`src/rtl/joy_pkg.sv`:
```
// Shared definitions for the joystick conditioning path: DCBAUDLR bit
// positions, CPC matrix row bit positions, autofire phase type and the
// helpers that turn a cleaned joystick byte into a matrix row byte.
package joy_pkg;

  // Raw / clean joystick byte layout (active-low): --DCBAUDLR
  localparam int unsigned JOY_RIGHT = 0;
  localparam int unsigned JOY_LEFT  = 1;
  localparam int unsigned JOY_DOWN  = 2;
  localparam int unsigned JOY_UP    = 3;
  localparam int unsigned JOY_FIRE1 = 4;
  localparam int unsigned JOY_FIRE2 = 5;

  // Number of meaningful bits per joystick
  localparam int unsigned JOY_BITS = 6;

  // CPC keyboard matrix row layout (active-low)
  localparam int unsigned ROW_UP    = 0;
  localparam int unsigned ROW_DOWN  = 1;
  localparam int unsigned ROW_LEFT  = 2;
  localparam int unsigned ROW_RIGHT = 3;
  localparam int unsigned ROW_FIRE2 = 4;
  localparam int unsigned ROW_FIRE1 = 5;

  localparam logic [7:0] JOY_RELEASED = 8'hFF;

  // Autofire phase: which half of the autofire period the held button is in
  typedef enum logic {
    PHASE_PRESSED  = 1'b0,
    PHASE_RELEASED = 1'b1
  } af_phase_t;

  // Opposing directions pressed together cancel each other out
  function automatic logic [7:0] socd_clean(input logic [7:0] j);
    logic [7:0] r;
    r = j;
    if (!j[JOY_UP] && !j[JOY_DOWN]) begin
      r[JOY_UP]   = 1'b1;
      r[JOY_DOWN] = 1'b1;
    end
    if (!j[JOY_LEFT] && !j[JOY_RIGHT]) begin
      r[JOY_LEFT]  = 1'b1;
      r[JOY_RIGHT] = 1'b1;
    end
    return r;
  endfunction

  // Reorder a DCBAUDLR byte into the CPC matrix row bit order
  function automatic logic [7:0] joy_to_row(input logic [7:0] j);
    logic [7:0] r;
    r            = JOY_RELEASED;
    r[ROW_UP]    = j[JOY_UP];
    r[ROW_DOWN]  = j[JOY_DOWN];
    r[ROW_LEFT]  = j[JOY_LEFT];
    r[ROW_RIGHT] = j[JOY_RIGHT];
    r[ROW_FIRE2] = j[JOY_FIRE2];
    r[ROW_FIRE1] = j[JOY_FIRE1];
    return r;
  endfunction

  // Next autofire phase when the half-period expires
  function automatic af_phase_t phase_flip(input af_phase_t p);
    return (p == PHASE_PRESSED) ? PHASE_RELEASED : PHASE_PRESSED;
  endfunction

endpackage

```
`src/rtl/joy_debounce.sv`:
```
// Single-bit input conditioner: 2-flop synchroniser followed by a
// consecutive-cycle debounce counter. Idle/reset level is 1 (released).
module joy_debounce
  import joy_pkg::*;
#(
  parameter int unsigned DEBOUNCE_CYCLES = 50000
) (
  input  logic clk,
  input  logic reset,
  input  logic din,
  output logic dout
);

  localparam int unsigned CW = $clog2(DEBOUNCE_CYCLES) + 1;
  localparam logic [CW-1:0] DB_LAST = CW'(DEBOUNCE_CYCLES - 1);

  logic          sync1;
  logic          sync2;
  logic [CW-1:0] cnt;

  // Bring the asynchronous button level into the clk domain
  always_ff @(posedge clk) begin
    if (reset) begin
      sync1 <= 1'b1;
      sync2 <= 1'b1;
    end else begin
      sync1 <= din;
      sync2 <= sync1;
    end
  end

  // Flip the clean level only after DEBOUNCE_CYCLES consecutive differing cycles
  always_ff @(posedge clk) begin
    if (reset) begin
      cnt  <= '0;
      dout <= 1'b1;
    end else if (sync2 == dout) begin
      cnt <= '0;
    end else if (cnt == DB_LAST) begin
      cnt  <= '0;
      dout <= ~dout;
    end else begin
      cnt <= cnt + 1'b1;
    end
  end

endmodule

```
`src/rtl/joy_conditioner.sv`:
```
// Joystick conditioner: debounces both raw joystick bytes, removes
// impossible direction pairs, applies optional autofire on Fire 1 and
// drives the registered CPC matrix rows 9 and 6 plus a change strobe.
module joy_conditioner
  import joy_pkg::*;
#(
  parameter int unsigned DEBOUNCE_CYCLES = 50000,
  parameter int unsigned AUTOFIRE_DIV    = 2500000
) (
  input  logic       clk,
  input  logic       reset,
  input  logic [7:0] joystick1,
  input  logic [7:0] joystick2,
  input  logic [1:0] autofire_en,
  output logic [7:0] joy1_clean,
  output logic [7:0] joy2_clean,
  output logic [7:0] row9_n,
  output logic [7:0] row6_n,
  output logic       changed
);

  localparam int unsigned NDB  = 2 * JOY_BITS;
  localparam int unsigned AF_W = $clog2(AUTOFIRE_DIV) + 1;
  localparam logic [AF_W-1:0] AF_LAST = AF_W'(AUTOFIRE_DIV - 1);

  logic [NDB-1:0] raw_bits;
  logic [NDB-1:0] clean_bits;
  logic [1:0]     fire1_mat;
  logic [7:0]     eff1;
  logic [7:0]     eff2;
  logic [7:0]     row9_next;
  logic [7:0]     row6_next;
  logic           unused_hi_bits;

  // Bits 7:6 of the raw bytes carry nothing
  assign unused_hi_bits = ^{joystick1[7:6], joystick2[7:6]};

  assign raw_bits = {joystick2[JOY_BITS-1:0], joystick1[JOY_BITS-1:0]};

  genvar gi;
  for (gi = 0; gi < NDB; gi++) begin : g_db
    joy_debounce #(
      .DEBOUNCE_CYCLES(DEBOUNCE_CYCLES)
    ) u_db (
      .clk  (clk),
      .reset(reset),
      .din  (raw_bits[gi]),
      .dout (clean_bits[gi])
    );
  end

  assign joy1_clean = {2'b11, clean_bits[JOY_BITS-1:0]};
  assign joy2_clean = {2'b11, clean_bits[NDB-1:JOY_BITS]};

  // Autofire: identical per-joystick logic. The counter and phase are
  // reset whenever Fire 1 is released, so a new press always starts in the
  // pressed phase with a zero count; no separate press-edge detector needed.
  genvar gj;
  for (gj = 0; gj < 2; gj++) begin : g_af
    logic            clean_fire1;
    logic [AF_W-1:0] cnt;
    af_phase_t       phase;

    assign clean_fire1 = clean_bits[gj*JOY_BITS + JOY_FIRE1];

    // Count held cycles and toggle the phase every AUTOFIRE_DIV of them
    always_ff @(posedge clk) begin
      if (reset) begin
        cnt   <= '0;
        phase <= PHASE_PRESSED;
      end else if (clean_fire1) begin
        cnt   <= '0;
        phase <= PHASE_PRESSED;
      end else if (cnt == AF_LAST) begin
        cnt   <= '0;
        phase <= phase_flip(phase);
      end else begin
        cnt <= cnt + 1'b1;
      end
    end

    // Enable only gates the output; the counter keeps running underneath
    assign fire1_mat[gj] = autofire_en[gj]
                         ? (clean_fire1 | (phase == PHASE_RELEASED))
                         : clean_fire1;
  end

  // Matrix-path bytes: clean values with SOCD cleaning and autofired Fire 1
  always_comb begin
    eff1            = socd_clean(joy1_clean);
    eff2            = socd_clean(joy2_clean);
    eff1[JOY_FIRE1] = fire1_mat[0];
    eff2[JOY_FIRE1] = fire1_mat[1];
    row9_next       = joy_to_row(eff1);
    row6_next       = joy_to_row(eff2);
  end

  // Register the matrix rows and flag any cycle in which either row moves
  always_ff @(posedge clk) begin
    if (reset) begin
      row9_n  <= JOY_RELEASED;
      row6_n  <= JOY_RELEASED;
      changed <= 1'b0;
    end else begin
      row9_n  <= row9_next;
      row6_n  <= row6_next;
      changed <= (row9_next != row9_n) || (row6_next != row6_n);
    end
  end

endmodule

```
`config.mk`:
```
export PLATFORM = sky130hd
export DESIGN_NAME = joy_conditioner
export DESIGN_NICKNAME = d
export VERILOG_FILES = /design/src/rtl/joy_pkg.sv /design/src/rtl/joy_debounce.sv /design/src/rtl/joy_conditioner.sv
export SDC_FILE = /design/constraint.sdc
export NUM_CORES = 1
export LEC_CHECK = 0
export ABC_AREA = 1
export CORE_ASPECT_RATIO = 1.25
export CORE_UTILIZATION = 40
export DETAILED_ROUTE_END_ITERATION = 8
export PLACE_DENSITY = 0.54
export SYNTH_ARGS = -nofsm -noshare
export SYNTH_HDL_FRONTEND = slang
export SYNTH_SLANG_ARGS = --single-unit
```
`constraint.sdc`:
```
create_clock -name clk -period 2.1 [get_ports clk]
set_input_delay 0.21 -clock clk [delete_from_list [all_inputs] [get_ports clk]]
set_output_delay 0.21 -clock clk [all_outputs]
set_load 0.02 [all_outputs]
```
Word-level counts from Yosys, hierarchy flattened
Cells that the tools add are included.

Multiplexer cells: 8. Add/subtract/negate cells: 14. Bitwise logic cells: 26. Reductions and logical operators: 41. Equal/unequal tests: 28.

Operators by type and width (count): 17-bit by 1-bit adder with 17-bit output, second input constant (12); 17-bit by 16-bit == test with 1-bit output, second input constant (12); 23-bit by 1-bit adder with 23-bit output, second input constant (2); 23-bit by 22-bit == test with 1-bit output, second input constant (2); 3-bit OR reduction (14); 1-bit inverter (24); 2-bit AND reduction (12); 8-bit inequality test (2); 1-bit == test (12); 1-bit zero test (8); 2-bit 2-to-1 mux (4); 1-bit logical AND (4); 1-bit 2-to-1 mux (4); 2-bit OR reduction (2); 1-bit bitwise OR (2); 1-bit logical OR (1).

Input bits: 20. Logic and storage cells: 174. Output and inout port bits: 33. Bits in registers: 305.

Logic depth before layout (Yosys ltp)
Word-level depth: 5. Depth in mapped cells: 9. Depth with buffers taken out: 9.

Hierarchy
From an unflattened synthesis, not the netlist that was laid out.

Cell total of the unflattened synthesis: 2094. Area, all modules: 15044.4 µm².

By module, submodules not included: joy_debounce (g_db[0].u_db ...) (area an instance 991.0 µm², seq. area each 400.4 µm², cells an instance 134, instances 10); joy_conditioner (area an instance 3190.6 µm², seq. area each 1221.2 µm², cells an instance 489, instances 1); joy_debounce (g_db[9].u_db) (area an instance 974.7 µm², seq. area each 400.4 µm², cells an instance 129, instances 1); joy_debounce (g_db[2].u_db) (area an instance 969.7 µm², seq. area each 400.4 µm², cells an instance 136, instances 1).

Worst setup path after synthesis
Ideal clock, no wire load.

Kind: register to register. Start point: reg g_db[2].u_db.cnt[0]. End point: reg g_db[2].u_db.cnt[11]. Arrival: 1.298 ns. Cell stages (with the launch flop): 10. Library setup time: 0.112 ns. Path buffers: 1. Data required time: 1.988 ns. Path slack: 0.690 ns. Clock period less this slack: 1.410 ns. Cells stage by stage: dfxtp_1 -> ha_1 -> nand2_1 -> nor2_4 -> inv_2 -> nor2_4 -> nand3_2 -> nand2_4 -> buf_12 -> nor2_1.

Cells in the longest elaborated chain, start to end: 2. Elaborated cells between the ends (all ways): 3. Classes of those cells: 1 x add/sub; 1 x eq/ne; 1 x reduce/logical.

RTL lines: start: declaration (line joy_debounce.sv:19) `logic [CW-1:0] cnt;`; start signal: assignment (line joy_debounce.sv:43) `cnt <= cnt + 1'b1;`; parallel branches: the longest is 2 deep, another holds 17-bit by 1-bit adder with 17-bit output.

Parallel ways; which one is timed is not known. A chain may end at the register's enable or synchronous reset.

Final worst setup path
Start point: reg g_db[3].u_db.dout. End point: out joy1_clean[3].

RTL lines: start: declaration (line joy_debounce.sv:11) `output logic dout`; start signal: assignment (line joy_debounce.sv:41) `dout <= ~dout;`; end: declaration (line joy_conditioner.sv:15) `output logic [7:0] joy1_clean,`.

No word-level cell between the ends.

==> results.tsv <==
stage	metric	value	unit
run_status	status	completed	
finish	num_antenna_cells	0	
cts	h-tree-depth	2	
setup_path	path_delay_family	buffers and inverters	
timing	fmax	504	MHz
cts	cts_tree	yes	
setup_path	rrSetupSlack	430	ps
timing	finalClockSkew	15.8	ps
setup_path	critPathSlowestCell	clkdlybuf4s50_1	
hold_path	hold_path_class	in2reg	
cts	cts_buffers	34	
flow_run	cap_violations	0	
die	die_y	214	um
timing	timing.final.crit_period	1990	ps
global_routing	antenna_found_initial	0	
finish	area_growth	12.3	%
cts	clkTransAtPathRegs	60	ps
synth	ys_types	37	
global_routing	grt_start_max_net_pins	21	
die	dieWidth	172	um
die	initial_utilization	40.6	%
finish	utilization	45.6	%
finish	nets	2123	
synth	synth.area.top_cells	dfxtp_1 (42%), nand2_1 (12%), nor2_1 (9.3%)	
place	hpwl	21600	um
place	finalWeightedCongestion	0.817	
global_routing	grt_usage	16.6	%
cts	ctsResizeCount	0	
hold_path	whs_path_depth	3	
setup_path	critPathKind	reg2out	
die	num_io_pins	53	
cts	clock-sinks	301	
finish	drive_gt1_share	7.07	%
setup_path	r2r_cells	9	
setup_path	crit_path_start_kind	flop	
setup_path	crit_fanout	9	
global_routing	first_global_vias	11500	
setup_path	timing.rr.end	g_af[0].cnt[11]	
synth	ys_seq_area_share	41.9	%
synth	ys_seq_elements	301	
synth	synth_edf_count	0	
cts	cts-hold-fix-buffers	0	
synth	synth.avg_cell_area	7.05	um2
cts	clock_latency	510	ps
synth	ys_warn_count	0	
synth	synth_most_common_cell	nand2_1	
route	drt_iter0_markers	603	
synth	syn-instance-count	2042	
setup_path	end_kind	output port	
synth	netlist.area_leader.share	41.9	%
setup_path	crit_required	1890	ps
cts	cts_buffer_depth	3	
die	num_rows	77	
setup_path	crit_chain	clkdlybuf4s50_1	
timing	period_share	94.5	%
global_routing	grt_first_pass_wirelength	51400	um
setup_path	reg2reg_from	g_af[0].cnt[0]	
timing	finalSetupTns	0	ps
hold_path	holdPathEnd	changed	
power_and_ir_drop	ir_drop	0.000645	V
timing	hold_viol	0	
synth	synthFlopType	dfxtp_1	
hold_path	min_from	reset	
place	numPortBuffers	40	
setup_path	critPathBufInv	1	
synth	async_flop_share	0	%
route	vias	12200	
timing	setup_viol	0	
synth	synthTopCellsByCount	nand2_1 (444), nor2_1 (358), dfxtp_1 (301), inv_1 (233), nand3_1 (175)	
synth	synth_area	14400	um2
cts	clock-root-buffer	clkbuf_16	
timing	rsz0062_at_grt	no	
route	dr.pass1.iters	5	
global_routing	grt-ovfl-total	0	
timing	report.final.slew_viol_count	0	
route	ant_nets	0	
route	drt_wl_total	29600	um
power_and_ir_drop	p_per_area	712	nW/um2
power_and_ir_drop	leakagePower	5.45	nW
route	wl_per_cell	11.5	um
cts	postCtsSetupRepairBufs	0	
setup_path	cp_data_arrival_time	1780	ps
setup_path	cpPeakStageDelay	690	ps
die	fp.coreArea	35500	um2
synth	yosysTopAreaCell	dfxtp_1	
route	vias_per_cell	4.72	
die	dieArea	36800	um2
route	drc	0	
## cells by family after synthesis
kind of cell               after synthesis  synth area share [%]
buffers and inverters                  281                  8.56
adders and majority gates               14                  1.22
and+or+nand+nor                       1204                  37.3
DFF                                    301                  41.9
AOI/OAI and AO/OA                      145                  5.21
other                                    1                0.0261
xor gates and xnor gates                96                  5.84
## layer usage
metal  wire length, um  track usage, %
met4               539            4.70
met1             14000            20.7
met3               962            2.99
met5                 0               0
met2             14100            28.7
## through the flow
stage / power [W] / setup slack [ps] / area (um2) / hold WS, ps / instances
floorplan: 0.00598 / 690 / 14400 / 314 / 2049
global placement: 0.00603 / 398 / 15100 / 391 / 2527
detailed placement: 0.00603 / 401 / 15100 / 394 / 2527
CTS: 0.0117 / 57.1 / 16200 / 132 / 2582
global route: 0.0120 / 41.3 / 16200 / 164 / 2582
finish: 0.0115 / 115 / 16200 / 149 / 2582
## cell type report
type	count	area, um2
clock inverters	3	18.8
flip-flops and latches	301	6030
inverters	237	890
clock buffers	52	1020
well taps	474	593
multi-input cells	1467	7160
repair buffers	48	455
fillers	3732	19300
## layout by cell type (no fill, tap or decap), types with 6 or more instances in the layout
cell	n
nand2_1	444
nor2_1	358
dfxtp_1	301
inv_1	233
nand3_1	175
a21oi_1	107
xor2_1	72
nand4_1	68
nor3_1	49
clkdlybuf4s50_1	39
clkbuf_16	35
or2_2	34
o21ai_0	27
xnor2_1	24
nor2_2	18
nand2_2	14
ha_1	14
nand3b_1	11
nand3_2	10
clkbuf_1	9
conb_1	8
clkbuf_8	8
buf_4	8
nor3_2	6
or2_0	6
## sequential cells by signal, indices dropped and copies added (netlist names)
signal and count:
changed 1, g_af.cnt 46, g_af.phase 2, g_db.u_db.cnt 204
g_db.u_db.dout 12, g_db.u_db.sync1 12, g_db.u_db.sync2 12, row6_n 6
row9_n 6
## how the worst max path moves through the flow
| stage | from | cells after the start | slack [ps] | end |
|---|---|---|---|---|
| 6_report | g_db[3].u_db.dout | 1 | 110 | joy1_clean[3] |
| 5_1_grt | g_db[3].u_db.dout | 1 | 40 | joy1_clean[3] |
| 4_1_cts | g_db[3].u_db.dout | 1 | 60 | joy1_clean[3] |
| 3_5_place_dp | g_af[0].cnt[0] | 9 | 400 | g_af[0].cnt[11] |
| 3_3_place_gp | autofire_en[0] | 8 | 400 | changed |
| 2_1_floorplan | g_db[2].u_db.cnt[0] | 9 | 690 | g_db[2].u_db.cnt[11] |
## report_power, final
group          internal, W  leakage [nW]  switching (W)  total [W]
sequential         0.00574          2.43      0.0000145    0.00575
combinational    0.0000554          2.51      0.0000870   0.000142
clock              0.00332         0.512        0.00229    0.00562
total              0.00912          5.45        0.00239     0.0115
Note: power is estimated with default switching activity, not from simulation.
